<file path="config.mk">
export PLATFORM = sky130hd
export DESIGN_NAME = fft_load_sequencer
export DESIGN_NICKNAME = d
export VERILOG_FILES = /design/src/rtl/fft_load_sequencer.sv
export SDC_FILE = /design/constraint.sdc
export NUM_CORES = 1
export LEC_CHECK = 0
export ABC_AREA = 1
export CORE_UTILIZATION = 55
export CTS_CLUSTER_DIAMETER = 40
export DETAILED_ROUTE_END_ITERATION = 8
export GPL_ROUTABILITY_DRIVEN = 0
export PLACE_DENSITY = 0.84
export SYNTH_ARGS = -nofsm -noshare
export SYNTH_HDL_FRONTEND = slang
export SYNTH_SLANG_ARGS = --single-unit
export TNS_END_PERCENT = 1
</file>
<file path="constraint.sdc">
create_clock -name clk -period 2.81 [get_ports clk]
set_clock_uncertainty 0.05 [all_clocks]
set_input_delay 0.843 -clock clk [delete_from_list [all_inputs] [get_ports clk]]
set_output_delay 0.843 -clock clk [all_outputs]
set_load 0.02 [all_outputs]
</file>
<file path="src/rtl/fft_load_sequencer.sv">
// Collects one frame of time-order samples into a register buffer at
// bit-reversed addresses, then drains it in linear order for a radix-2 FFT.
module fft_load_sequencer #(
    parameter int SAMPLES = 8,
    parameter int WIDTH   = 3,
    localparam int ADDR   = $clog2(SAMPLES)
) (
    input  logic             clk,
    input  logic             reset,
    input  logic             flush,
    input  logic             in_valid,
    output logic             in_ready,
    input  logic [WIDTH-1:0] in_data,
    output logic             out_valid,
    input  logic             out_ready,
    output logic [WIDTH-1:0] out_data,
    output logic [ADDR-1:0]  out_index,
    output logic             out_last,
    output logic [7:0]       frame_count
);

    localparam logic [0:0] LOAD  = 1'b0;
    localparam logic [0:0] DRAIN = 1'b1;
    localparam logic [ADDR-1:0] LAST_IDX = ADDR'(SAMPLES - 1);

    logic [0:0]       state_reg;
    logic [ADDR-1:0]  wr_cnt_reg;
    logic [ADDR-1:0]  rd_ptr_reg;
    logic [7:0]       frame_count_reg;
    logic             run_reg;
    logic [ADDR-1:0]  wr_addr;
    logic [WIDTH-1:0] buffer [SAMPLES];
    logic             in_fire;
    logic             out_fire;

    // Write address is the write counter with its bits mirrored.
    generate
        for (genvar gi = 0; gi < ADDR; gi++) begin : g_bitrev
            assign wr_addr[gi] = wr_cnt_reg[ADDR-1-gi];
        end
    endgenerate

    // run_reg keeps in_ready low while reset is held and until the first edge after it.
    assign in_ready    = run_reg && (state_reg == LOAD);
    assign out_valid   = (state_reg == DRAIN);
    assign in_fire     = in_valid && in_ready;
    assign out_fire    = out_valid && out_ready;
    assign out_data    = buffer[rd_ptr_reg];
    assign out_index   = out_valid ? rd_ptr_reg : '0;
    assign out_last    = out_valid && (rd_ptr_reg == LAST_IDX);
    assign frame_count = frame_count_reg;

    always_ff @(posedge clk or posedge reset) begin
        if (reset) begin
            state_reg       <= LOAD;
            wr_cnt_reg      <= '0;
            rd_ptr_reg      <= '0;
            frame_count_reg <= '0;
            run_reg         <= 1'b0;
        end else begin
            run_reg <= 1'b1;
            if (flush) begin
                state_reg  <= LOAD;
                wr_cnt_reg <= '0;
                rd_ptr_reg <= '0;
            end else if (state_reg == LOAD) begin
                if (in_fire) begin
                    if (wr_cnt_reg == LAST_IDX) begin
                        state_reg  <= DRAIN;
                        wr_cnt_reg <= '0;
                        rd_ptr_reg <= '0;
                    end else begin
                        wr_cnt_reg <= wr_cnt_reg + ADDR'(1);
                    end
                end
            end else begin
                if (out_fire) begin
                    if (rd_ptr_reg == LAST_IDX) begin
                        state_reg       <= LOAD;
                        rd_ptr_reg      <= '0;
                        frame_count_reg <= frame_count_reg + 8'd1;
                    end else begin
                        rd_ptr_reg <= rd_ptr_reg + ADDR'(1);
                    end
                end
            end
        end
    end

    // Sample storage carries no reset; contents are only read after a full load.
    always_ff @(posedge clk) begin
        if (!flush && in_fire) begin
            buffer[wr_addr] <= in_data;
        end
    end

endmodule
</file>
==> metrics.txt <==
Core ar.=3716 sq um; Final setup viols=0; TritonRoute pass-1 iters=4; Post-CTS Setup Bufs=0; P_int=910.6 uW; Mapped Nets=266; Cells after Synth=247; layout cell share with drive strength beyond 1=9.091%; Slowest-stage cell, CP=dfrtp_1; P_leak=0.001291 uW; Switch Pwr=224.8 uW; Yosys top cell by area=edfxtp_1; Die Ht=64.55 microns; hold buffers post-CTS=0; final worst path period need=2.535 ns; DR WL/cell=11.40 microns; yosys warns=0; final number of hold-violating endpoints=0; Starting Density=57.91%; Routed WL=3.681 mm; worst-path maximum fanout=11; fin crit share=90.21%; max incr delay on CP=0.60 ns; Min-Delay Path Class=register to register; gr usage total=20.16%; Max Slew Vio Count=0; CTS tree=yes; Max-Cap Viols=0; Max IR drop VDD=0.2807 mV; multi-input combinational cell area=778.2 sq um; post-synth top area share=33.49%; register share of total power=55.6%; Hold Slack=0.4779 ns; setup ws final=0.2750 ns; CTS clock-pin slew for the worst setup and hold paths=0.07 ns; Worst EP arrival=1.64 ns; vias in the first global route=1436; max FFs per register=24; post-detail-place hpwl=2.806 mm; Slew HR=56.56%; Worst Max-Slew Pin Slew=0.6509 ns; routed via count=1539; first-pass GRT wire length=6.168 mm; CP Data Required Time=1.92 ns; port bufs=24; row count=22; Mean Syn Cell Area=8.713 sq um; Fillers=285; Die Area=4167 sq um; Comb pwr share=4.4%; initial drt markers=118; power per cell area=449.0 nW/um^2; GRT overflow=0; pre-CTS WS=0.2778 ns; commonest non-fill, non-tap cell in the layout=nand2_1; CP endpoint kind=output pin; worst-path cell chain=nand2_1 > inv_1 > clkdlybuf4s50_1; proportion of power drawn by the clock network=39.9%; Via density=4.765; nature of the critical path startpoint=register; I/O Pins=25; Num CTS Buffers=5; Net Sw Frac=19.80%; post-synthesis sequential area ratio=52.09%; Syn-to-layout area delta=17.50%; Peak Freq=394.5 MHz; final net count=293; #FFs+latches synth=40; htree depth=2; Routed Antenna Nets=0; Worst Path Class, Setup=register to output pin; clk_lat worst skew=0.29 ns; initial antenna violation count=0; RSZ-0062 raised after global routing=no; largest net degree at the start of global routing=17; synth unique cells=24; most frequent cells in the layout=78 x nand2_1, 50 x inv_1, 24 x edfxtp_1; final instance area=2529 sq um; Setup TNS Final=0 ns; register area=1122 sq um; Antenna Cells=0; # DRC=0; die width=64.55 microns; CTS root buf=clkbuf_8; synthesized area=2152 sq um; Clock Tree Buf Depth=2; placed cell areas=2410 sq um; Sinks on Clock Net=40; top post-synthesis cells by area=edfxtp_1 33%, dfrtp_1 19%, nand2_1 14%; status=finished, final reports clean
==> cell families after synthesis <==
group                      count (synthesis)  synth area share (%)
and+or+nand+nor                          129                 27.27
DFF                                       40                 52.09
other                                      1                0.1743
xor gates and xnor gates                   1                0.7560
adders and majority gates                 11                 6.395
buffers and inverters                     59                 11.74
AOI/OAI and AO/OA                          6                 1.570
==> path summary, 6_finish.rpt <==
path | start | end | slack, ns | cells after the start
setup / recovery | out_valid$_DFF_PP0_ | out_index[1] | 0.28 | 3
hold / removal | frame_count[5]$_DFFE_PP0P_ | frame_count[5]$_DFFE_PP0P_ | 0.48 | 2
setup reg to reg | out_valid$_DFF_PP0_ | buffer[7][2]$_DFFE_PP_ | 1.14 | 5
hold reg to reg | frame_count[5]$_DFFE_PP0P_ | frame_count[5]$_DFFE_PP0P_ | 0.48 | 2
max in group asynchronous | reset | rd_ptr_reg[1]$_DFFE_PP0P_ | 1.37 | 2
min in group asynchronous | reset | rd_ptr_reg[1]$_DFFE_PP0P_ | 0.89 | 2
==> metrics by stage <==
step | power (uW) | utilization, % | std cells
final | 1135 | 68.05 | 323
after floorplan | 667.9 | - | 247
after global routing | 1177 | 68.05 | 323
after global placement | 693.7 | 64.85 | 315
after detailed placement | 695.1 | 64.85 | 315
after CTS | 1148 | 67.78 | 323
==> Yosys cell counts (all sizes together) <==
cell type and instances:
nor2 19, nand3b 1, ha 11, xor2 1
inv 54, a21oi 1, o21ai 5, buf 5
nand4 5, conb 1, edfxtp 24, nand3 20
dfrtp 16, nand2 84
==> worst max-delay path: cells and delay by family, from the launching register on <==
| family | cells | cell delay (ns) |
|---|---|---|
| DFF | 1 | 0.60 |
| and+or+nand+nor | 1 | 0.10 |
| buffers and inverters | 2 | 0.65 |
==> final cells by class <==
class | count | share of cell area, %
Sequential cell | 40 | 44.38
Clock inverter | 2 | 1.385
Tap cell | 48 | 2.375
Clock buffer | 6 | 2.870
Inverter | 54 | 8.016
Timing Repair Buffer | 25 | 10.19
Multi-Input combinational cell | 148 | 30.78
==> power groups by stage <==
stage / registers [uW] / clock network (uW) / logic [uW]
after floorplan: 644 / 0 / 24.1
after global placement: 644 / 0 / 49.8
after detailed placement: 644 / 0 / 50.8
after CTS: 632 / 466 / 51.1
after global routing: 632 / 489 / 56.2
final: 632 / 453 / 50.3
==> routing by layer <==
layer  up-vias  global-route usage, %  part of all wire, %
li1        802                      -                    -
met1       701                  22.35                   44
met2        27                  34.47                   49
met3         9                  3.873                  3.5
met4         0                  14.44                  3.7
met5         -                      0                    0
==> what timing repair did <==
item,in CTS,in global routing
resized for setup,1,5
hold endpoints to repair,0,0
gates cloned,0,0
setup endpoints to repair,1,4
pin swaps,0,0
(Power assumes the default switching activity.)
